**src/rtl/rx_byte_fifo_pkg.sv**
```systemverilog
// rtl/rx_byte_fifo_pkg.sv - shared UART receive-path constants
//
// Purpose : constants shared between the UART receiver and its byte FIFO.
//           UART_DATA_W must match the receiver's rx_data width.
// Ports   : none (package)
package rx_byte_fifo_pkg;

   localparam int UART_DATA_W    = 8;   // receiver byte width
   localparam int RX_FIFO_ADDR_W = 4;   // default depth = 16 entries
   localparam int RX_DROP_W      = 8;   // dropped-byte counter width

endpackage : rx_byte_fifo_pkg

```
**src/rtl/rx_fifo_ram.sv**
```systemverilog
// rtl/rx_fifo_ram.sv - register-array storage for the receive FIFO
//
// Purpose : simple dual-port register array, synchronous write and
//           asynchronous read, so the head byte falls through combinationally.
// Ports   : clk         system clock
//           we          write enable
//           waddr/wdata write address / data
//           raddr       read address
//           rdata       mem[raddr], combinational
module rx_fifo_ram
   import rx_byte_fifo_pkg::*;
#(
   parameter int DATA_W = UART_DATA_W,
   parameter int ADDR_W = RX_FIFO_ADDR_W
) (
   input  logic              clk,
   input  logic              we,
   input  logic [ADDR_W-1:0] waddr,
   input  logic [DATA_W-1:0] wdata,
   input  logic [ADDR_W-1:0] raddr,
   output logic [DATA_W-1:0] rdata
);

   logic [DATA_W-1:0] mem_q [2**ADDR_W];

   // Contents are intentionally not reset; validity is tracked by count.
   always_ff @(posedge clk) begin
      if (we) begin
         mem_q[waddr] <= wdata;
      end
   end

   assign rdata = mem_q[raddr];

endmodule : rx_fifo_ram

```
**src/rtl/rx_byte_fifo.sv**
```systemverilog
// rtl/rx_byte_fifo.sv - UART receive byte FIFO with overrun tracking
//
// Purpose : captures one byte per rising edge of rx_rdy into a first-word-
//           fall-through FIFO, hands bytes out over valid/ready, and flags
//           and counts bytes dropped while full.
// Ports   : clk, rst            clock, synchronous active-high reset
//           rx_data, rx_rdy     receiver byte and ready strobe
//           dout, dout_valid    head byte and its valid
//           dout_ready          consumer accept
//           count, full, empty  occupancy and derived flags
//           overrun, drop_cnt   sticky drop flag, saturating drop counter
//           ovr_clr             clears overrun and drop_cnt
module rx_byte_fifo
   import rx_byte_fifo_pkg::*;
#(
   parameter int DATA_W = UART_DATA_W,
   parameter int ADDR_W = RX_FIFO_ADDR_W,
   parameter int DROP_W = RX_DROP_W
) (
   input  logic              clk,
   input  logic              rst,
   input  logic [DATA_W-1:0] rx_data,
   input  logic              rx_rdy,
   output logic [DATA_W-1:0] dout,
   output logic              dout_valid,
   input  logic              dout_ready,
   output logic [ADDR_W:0]   count,
   output logic              full,
   output logic              empty,
   output logic              overrun,
   output logic [DROP_W-1:0] drop_cnt,
   input  logic              ovr_clr
);

   localparam logic [ADDR_W:0]   FULL_CNT = (ADDR_W+1)'(2**ADDR_W);
   localparam logic [DROP_W-1:0] DROP_MAX = '1;

   logic              rdy_q;
   logic [ADDR_W-1:0] wr_ptr_q, wr_ptr_d;
   logic [ADDR_W-1:0] rd_ptr_q, rd_ptr_d;
   logic [ADDR_W:0]   count_q, count_d;
   logic              overrun_q, overrun_d;
   logic [DROP_W-1:0] drop_cnt_q, drop_cnt_d;

   logic push_req, pop, push_ok, drop;

   assign full       = (count_q == FULL_CNT);
   assign empty      = (count_q == '0);
   assign dout_valid = ~empty;
   assign count      = count_q;
   assign overrun    = overrun_q;
   assign drop_cnt   = drop_cnt_q;

   always_comb begin
      push_req = rx_rdy & ~rdy_q;
      pop      = dout_valid & dout_ready;
      // A pop in the same cycle frees the slot, so a full FIFO still accepts.
      push_ok  = push_req & (~full | pop);
      drop     = push_req & full & ~pop;

      wr_ptr_d = push_ok ? wr_ptr_q + 1'b1 : wr_ptr_q;
      rd_ptr_d = pop     ? rd_ptr_q + 1'b1 : rd_ptr_q;

      count_d = count_q;
      case ({push_ok, pop})
         2'b10:   count_d = count_q + 1'b1;
         2'b01:   count_d = count_q - 1'b1;
         default: count_d = count_q;
      endcase

      // A drop in the same cycle as ovr_clr wins: the clear is applied first,
      // then the new drop is recorded on top of it.
      overrun_d  = overrun_q;
      drop_cnt_d = drop_cnt_q;
      if (drop) begin
         overrun_d = 1'b1;
         if (ovr_clr) begin
            drop_cnt_d = DROP_W'(1);
         end else if (drop_cnt_q != DROP_MAX) begin
            drop_cnt_d = drop_cnt_q + 1'b1;
         end
      end else if (ovr_clr) begin
         overrun_d  = 1'b0;
         drop_cnt_d = '0;
      end
   end

   always_ff @(posedge clk) begin
      if (rst) begin
         // rdy_q resets high so a strobe already high at release is no edge.
         rdy_q      <= 1'b1;
         wr_ptr_q   <= '0;
         rd_ptr_q   <= '0;
         count_q    <= '0;
         overrun_q  <= 1'b0;
         drop_cnt_q <= '0;
      end else begin
         rdy_q      <= rx_rdy;
         wr_ptr_q   <= wr_ptr_d;
         rd_ptr_q   <= rd_ptr_d;
         count_q    <= count_d;
         overrun_q  <= overrun_d;
         drop_cnt_q <= drop_cnt_d;
      end
   end

   rx_fifo_ram #(
      .DATA_W (DATA_W),
      .ADDR_W (ADDR_W)
   ) u_ram (
      .clk   (clk),
      .we    (push_ok & ~rst),
      .waddr (wr_ptr_q),
      .wdata (rx_data),
      .raddr (rd_ptr_q),
      .rdata (dout)
   );

endmodule : rx_byte_fifo

```
**config.mk**
```make
export PLATFORM = sky130hd
export DESIGN_NAME = rx_byte_fifo
export DESIGN_NICKNAME = d
export VERILOG_FILES = /design/src/rtl/rx_byte_fifo_pkg.sv /design/src/rtl/rx_fifo_ram.sv /design/src/rtl/rx_byte_fifo.sv
export SDC_FILE = /design/constraint.sdc
export NUM_CORES = 1
export LEC_CHECK = 0
export CORE_UTILIZATION = 45
export DETAILED_ROUTE_END_ITERATION = 16
export HOLD_SLACK_MARGIN = 0.1
export PLACE_DENSITY_LB_ADDON = 0.15
export SETUP_SLACK_MARGIN = 0.5
export SLEW_MARGIN = 20
export SYNTH_ARGS = -nofsm -noshare
export SYNTH_HDL_FRONTEND = slang
export SYNTH_SLANG_ARGS = --single-unit
export TNS_END_PERCENT = 10
```
**constraint.sdc**
```tcl
create_clock -name clk -period 8.2 [get_ports clk]
set_clock_uncertainty 0.15 [all_clocks]
set_input_delay 2.46 -clock clk [delete_from_list [all_inputs] [get_ports clk]]
set_output_delay 2.46 -clock clk [all_outputs]
set_load 0.02 [all_outputs]
```
; Word level (Yosys, flattened, before mapping)
; Memories as Yosys holds them, arrays and structs flattened. A register that Yosys moved wholly into a read port is not among the register bits.
; Index checks and enable logic that the tools add are counted.
[word_totals]
input_bits = 13
wordCells = 44
n_memories = 1
output_inout_bits = 25
reg_bits = 23
ram_bits = 128
latch_bits = 0
mem_bits_ro = 0
[mem_list]
columns = name, words, word_bits, rd, rd_ports_with_merged_regs, write_ports, line
row1 = u_ram.mem_q, 16, 8, 1, 1, 1, rx_fifo_ram.sv:24  ; logic [DATA_W-1:0] mem_q [2**ADDR_W];
[op_classes]
n_div = 0
n_shift = 0
eq_ne = 4
bitwise = 12
n_mul = 0
n_mux = 11
magnitude_cmp = 0
n_reduce_logical = 5
add_sub_neg = 5
[ops]
columns = cell, count
row1 = $mux W8, 4
row2 = $pmux W5 S2, 1
row3 = $add A4 B1 Y4 const B, 2
row4 = $add A8 B1 Y8 const B, 1
row5 = $mux W4, 2
row6 = $ne A8 B8 Y1 const B, 1
row7 = $and A1 B1 Y1, 6
row8 = $reduce_bool A2 Y1, 3
row9 = $add A5 B1 Y5 const B, 1
row10 = $eq A5 B5 Y1 const B, 1
row11 = $logic_not A5 Y1, 1
row12 = $not A1 Y1, 5
row13 = $sub A5 B1 Y5 const B, 1
row14 = $mux W1, 4
row15 = $eq A2 B1 Y1 const B, 1
row16 = $eq A2 B2 Y1 const B, 1
row17 = $reduce_and A2 Y1, 1
row18 = $or A1 B1 Y1, 1

; Longest topological paths before layout
; Gate-level depths: netlist of run 1.
[logic_depth]
ltp_word = 8
ltp_mapped = 9
mapped_depth_nobuf = 8

; Cells and area by module
; A second synthesis of run 1 with hierarchy kept.
[hier_totals]
hier_cells = 372
area_unflattened_um2 = 6319.8
[by_module_without_submodules]
columns = module, seq_area_each_um2, n_inst, area_per_inst_um2, cells_each
row1 = rx_fifo_ram, 3843.7, 1, 4987.3, 221
row2 = rx_byte_fifo, 460.4, 1, 1332.5, 151

; Worst setup path before layout of run 1
; No wires, ideal clock.
[synth_timing]
kind = register -> output
start = register (tool-made name)
end = output dout[1]
required_time_ps = 5590
stages_incl_launch_ff = 6
path_slack_ps = 3917
path_buffers = 2
arrival_ps = 1673
path_cell_list = dfxtp_1 -> clkbuf_1 -> buf_2 -> mux4_2 -> a22oi_1 -> nand2_1
[synth_rtl]
columns = item, line
row1 = to (decl), rx_byte_fifo.sv:24  ; output logic [DATA_W-1:0] dout,

==> results of run 1 <==
[worst min-delay path, cell delays in order, from the launching register on]
cell and delay (ns):
dfxtp_1 0.31, nand2b_1 0.06, a21oi_1 0.06
[worst paths after layout]
check	slack (ns)	cells past startpoint	endpoint	start
hold reg to reg	0.33	2	overrun	overrun
setup / recovery	2.78	5	dout[7]	flop
setup reg to reg	5.21	8	count[4]	count[0]
hold / removal	0.33	2	overrun	overrun
[logic make-up after synthesis]
logic type	Yosys count
buffers and inverters	27
adder cells (fa/ha/maj)	10
multiplexers	38
AO/OA/AOI/OAI	52
XOR/XNOR	5
AND/OR/NAND/NOR	96
flip-flops	155
[final cells by class]
cell class / count / area, sq um
clock buffer: 20 / 437
inverter: 9 / 33.8
multi-input combinational: 201 / 1850
sequential: 155 / 4390
timing repair buffer: 40 / 393
clock inverter: 12 / 129
fill: 1117 / 6370
tap: 180 / 225
[flip-flops by register name, summed over array words and instances, names as in the netlist, named ones only]
signal	cells
count	5
drop_cnt	8
overrun	1
rd_ptr_q	4
rdy_q	1
u_ram.mem_q	128
wr_ptr_q	4
[metrics by stage]
step           total power [W]  instance area, sq um
3_5_place_dp           0.00144                  6890
6_report               0.00217                  7450
5_1_grt                0.00227                  7450
4_1_cts                0.00219                  7450
3_3_place_gp           0.00143                  6890
2_1_floorplan          0.00128                  6340
[power groups by stage]
stage               combinational [W]  clock [W]  sequential (W)
floorplan                    0.000360          0        0.000920
global placement             0.000512          0        0.000917
detailed placement           0.000521          0        0.000917
CTS                          0.000523   0.000767        0.000901
global route                 0.000559   0.000802        0.000905
finish                       0.000513   0.000754        0.000900
[Yosys cell counts (2+ instances only)]
library cell    n  share of area, %
o21a_1          2              0.24
mux2i_1         4              0.63
mux4_2         32                11
xor2_1          4              0.55
o31ai_1         5              0.59
nor2_1         35               2.1
ha_1            9               1.8
a21oi_1         9              0.71
a21o_1          3              0.36
o41ai_1         2              0.28
nand3_1         4              0.32
nor2b_1         5              0.49
nand2b_1        6              0.59
dfxtp_1        27               8.5
and4_1          2              0.28
or4_1           4              0.47
nor3b_1         2              0.24
buf_1           2              0.12
a2111oi_0       2              0.28
nor3_1          4              0.32
nand4_1         5              0.49
buf_2           5              0.39
a22oi_1        16               1.9
o21ai_0         2              0.16
clkbuf_1       11              0.65
o311ai_0        2              0.28
or3_1           2              0.20
inv_1           9              0.53
and2_1          2              0.20
and3_1          2              0.20
edfxtp_1      128                61
or2_2           2              0.20
a211oi_1        2              0.24
nand2_1        17               1.0
[routing by layer]
metal	global-route usage, %	vias to the layer above
li1	-	1611
met1	24.7	1733
met2	33.0	76
met3	4.62	16
met4	8.10	0
met5	0	-
==> impl_metrics.tcl, run 1 <==
set metrics [dict create \
    wl_met2_um 6640 \
    fin_cells 617 \
    power_frac_comb_pct 23.7 \
    core.rowCount 43 \
    clockRootBuffer "clkbuf_16" \
    drc 0 \
    ys_types 49 \
    final_util_pct 53.9 \
    drt-vias-per-instance 5.57 \
    vias 3436 \
    drt_iter0_markers 229 \
    top_layer_used "met4" \
    clk_pin_slew_ns 0.06 \
    leakagePower_nw 2.38 \
    rsz0062_at_grt "false" \
    synthToLayoutAreaGrowth_pct 17.5 \
    hold_path_class "reg2reg" \
    slowest_stage "mux4_2" \
    yosysWarningCount 0 \
    placed_cells 585 \
    place.port_buffers 37 \
    powerDensity_nw_per_um2 291 \
    cap_violations 0 \
    drive_gt1_share_pct 15.8 \
    cts_setup_buffers 0 \
    cts_buffer_depth 2 \
    grt_overflow 0 \
    synth_edf_count 128 \
    status "finished, final reports clean" \
    synthAdderAreaFrac_pct 2.09 \
    cts_tree "built" \
    min_period_ns 5.42 \
    grt_pass1_vias 3611 \
    clk_latency_ns 0.42 \
    timing.fmax_ghz 0.185 \
    worst_slack_ns 2.78 \
    met3_length_um 453 \
    tns_ns 0 \
    crit_buf_inv 2 \
    dp_hpwl_um 8460 \
    cts_hold_buffers 0 \
    htreeDepth 4 \
    power_frac_clock_pct 34.8 \
    synth_compound_area_share_pct 6.23 \
    final-setup-viol-count 0 \
    drv_slew 0 \
    cp_max_fo 32 \
    wirelength_um 12800 \
    synth_fp_nets 406 \
    synthCells 383 \
    p_sw_share_pct 26.7 \
    holdWs_ns 0.330 \
    clock_sinks 155 \
    layout_common_cells "edfxtp_1, clkdlybuf4s50_1, nor2_1" \
    synth_top_flop_cell "edfxtp_1" \
    die_h_um 121 \
    grt_usage_pct 19.7 \
    ant_nets 0 \
    ctsResizeCount 0 \
    power_frac_seq_pct 41.5 \
    final_common_cell "edfxtp_1" \
    synthSimpleGateAreaFrac_pct 7.83 \
    ioPinCount 38 \
    wl_met1_um 5530 \
    worst_pin_slew_ns 0.971 \
    finalCritPeriodShare_pct 66.1 \
    dr.pass1.iters 4 \
    gp_congestion 0.775 \
    synth_top_family_by_area "multiplexers" \
    critPathTopFamily "buffers and inverters" \
    coreArea_sq_um 13800 \
    endpoint_kind "primary output" \
    seq_area_frac_synth_pct 69.1 \
    synth-seq-cells 155 \
    relSlewSlack_pct 35.0 \
    yosys.area_share.xor_xnor_pct 0.690 \
    path_class "reg2out" \
    worstSetupStartpointType "flop" \
    ir_drop_mv 0.211 \
    die_x_um 121 \
    start_util_pct 45.9 \
    pre_cts_slack_ns 2.92 \
    avgRoutedWirePerCell_um 20.8 \
    grt_pass1_wl_um 20400 \
    syn_area_sq_um 6340 \
    antenna_cells 0 \
    synthArstFlopShare_pct 0 \
    numCtsBuffers 17 \
    syn_area_per_cell_sq_um 16.6 \
    die_area_sq_um 14600 \
    slowest_delay_ns 0.58 \
    synthMuxAreaShare_pct 12.3 \
    antenna_found_initial 0 \
    arrival_ns 2.81 \
    final_net_count 447 \
    critical_path_required_ns 5.59 \
    intPower_w 0.00159 \
    grt_max_degree 33 \
    final_hold_viol_count 0 \
    crit_chain "buf_4 > mux4_2 > a22oi_1 > nand2_1 > clkdlybuf4s50_1" \
    p_sw_w 0.000578 \
]
No activity file was read; power rests on OpenSTA's default activity.
==> run 2, diff against run 1 <==
clock period = 4.4 ns   (was 8.2 ns; I/O delays follow)
==> run 2 against run 1 <==
Worst hold slack gained 0.0084 ns. Combinational power up 97%. Sequential power grew 87%. Highest routed layer unchanged. Critical endpoint is now dout[6].
==> impl_metrics.tcl, run 2 (synthesized netlist as in run 1, its figures left out) <==
set metrics [dict create \
    final-setup-viol-count 0 \
    grt_usage_pct 19.4 \
    relSlewSlack_pct 45.4 \
    htreeDepth 4 \
    ir_drop_mv 0.447 \
    cts_setup_buffers 0 \
    cts_tree "built" \
    vias 3536 \
    avgRoutedWirePerCell_um 20.1 \
    core.rowCount 43 \
    synthToLayoutAreaGrowth_pct 20.9 \
    r2r_slack_ns 1.46 \
    clock_sinks 155 \
    clk_latency_ns 0.42 \
    drc 0 \
    worst_pin_slew_ns 0.815 \
    rr_startpoint "count[0]" \
    crit_chain "bufbuf_16 > mux4_2 > a22oi_1 > nand2_1 > clkdlybuf4s50_1" \
    holdWs_ns 0.338 \
    final_hold_viol_count 0 \
    grt_pass1_wl_um 20200 \
    multi_input_area_sq_um 1850 \
    die_h_um 121 \
    hold_path_class "reg2reg" \
    gp_congestion 0.760 \
    r2r_end "count[4]" \
    drv_slew 0 \
    status "finished, final reports clean" \
    hold_path_startpoint "overrun" \
    cts_buffer_depth 2 \
    finalCritPeriodShare_pct 90.3 \
    die_area_sq_um 14600 \
    final_net_count 467 \
    place.port_buffers 37 \
    drive_gt1_share_pct 19.5 \
    regMostFlops "u_ram.mem_q" \
    tns_ns 0 \
    ant_nets 0 \
    drt_iter0_markers 236 \
    die_x_um 121 \
    slowest_stage "clkdlybuf4s50_1" \
    timing.fmax_ghz 0.252 \
    leakagePower_nw 2.53 \
    final_common_cell "edfxtp_1" \
    r2r_cells 8 \
    dr.pass1.iters 4 \
    numCtsBuffers 17 \
    antenna_found_initial 0 \
    cap_violations 0 \
    holdPathStages 2 \
    min_to "overrun" \
    arrival_ns 2.50 \
    antenna_cells 0 \
    n_fill_cell 1094 \
    drt-vias-per-instance 5.55 \
    critical_path_required_ns 2.93 \
    postPlaceCellArea_sq_um 7040 \
    slowest_delay_ns 0.54 \
    layout_common_cells "edfxtp_1, nor2_1, clkdlybuf4s50_1" \
    cts_hold_buffers 0 \
    powerDensity_nw_per_um2 543 \
    cp_max_fo 16 \
    clk_pin_slew_ns 0.06 \
    seq_area_sq_um 4390 \
    coreArea_sq_um 13800 \
    clockRootBuffer "clkbuf_16" \
    rsz0062_at_grt "true" \
    path_class "reg2out" \
    min_period_ns 3.97 \
    grt_pass1_vias 3696 \
    grt_overflow 0 \
    dp_hpwl_um 8030 \
    wirelength_um 12800 \
    grt_max_degree 33 \
    design_area_sq_um 7670 \
    ioPinCount 38 \
    worstSetupStartpointType "flop" \
    start_util_pct 45.9 \
    endpoint_kind "primary output" \
    largest_reg_flops 128 \
]
-- run 2: changes by cell type in the layout (fill, tap and decap cells not counted), sizes merged --
cell           change
buf               +19
clkdlybuf4s50      -2
clkinv             -2
bufbuf             +1
bufinv             +1
clkbuf             +1
dlygate4sd2        +1
dlymetal6s2s       +1
-- run 2: metal layers --
layer  GRT usage (%)  vias up  share of wire [%]  wire length [um]
li1                -     1643                  -                 -
met1            25.0     1799                 45              5780
met2            31.6       81                 50              6440
met3            4.39       13                3.6               462
met4            8.10        0                1.1               142
met5               0        -                  0                 0
-- run 2: stage by stage --
step	instances	total power (W)	setup slack, ns	utilization, %
3_5_place_dp	604	0.00269	0.647	50.9
3_3_place_gp	604	0.00269	0.645	50.9
5_1_grt	637	0.00433	0.324	55.5
4_1_cts	637	0.00421	0.383	55.4
6_report	637	0.00417	0.425	55.5
2_1_floorplan	383	0.00238	1.26	-
-- run 2: area by class of cell --
cell class	instances	area share (%)
Multi-Input combinational cell	201	24.1
Sequential cell	155	57.2
Clock inverter	11	1.96
Tap cell	180	2.94
Clock buffer	21	5.74
Inverter	9	0.440
Timing Repair Buffer	60	7.63
-- run 2: power breakdown --
part,switching [W],internal [W]
Sequential,0.0000583,0.00163
Combinational,0.000507,0.000505
Clock,0.000534,0.000937
-- run 2: how the worst max path moves through the flow --
stage,from,to,slack [ns],cells after the start
detailed placement,dout_ready,count[4],0.65,7
CTS,flop,dout[6],0.38,5
global route,flop,dout[1],0.32,5
global placement,dout_ready,count[4],0.64,7
floorplan,flop,dout[1],1.26,5
finish,flop,dout[6],0.43,5
-- run 2: critical path: cells and delay by family, from the launching register on --
family                 cells  cell delay (ns)
buffers and inverters      2             0.88
muxes                      1             0.51
DFF                        1             0.37
AOI/OAI and AO/OA          1             0.22
and+or+nand+nor            1             0.09
-- run 2: what timing repair did --
action                     4_1_cts  5_1_grt
gates resized for setup          1        2
pin swaps                        0        0
cloned                           1        0
setup endpoints to repair        8        7
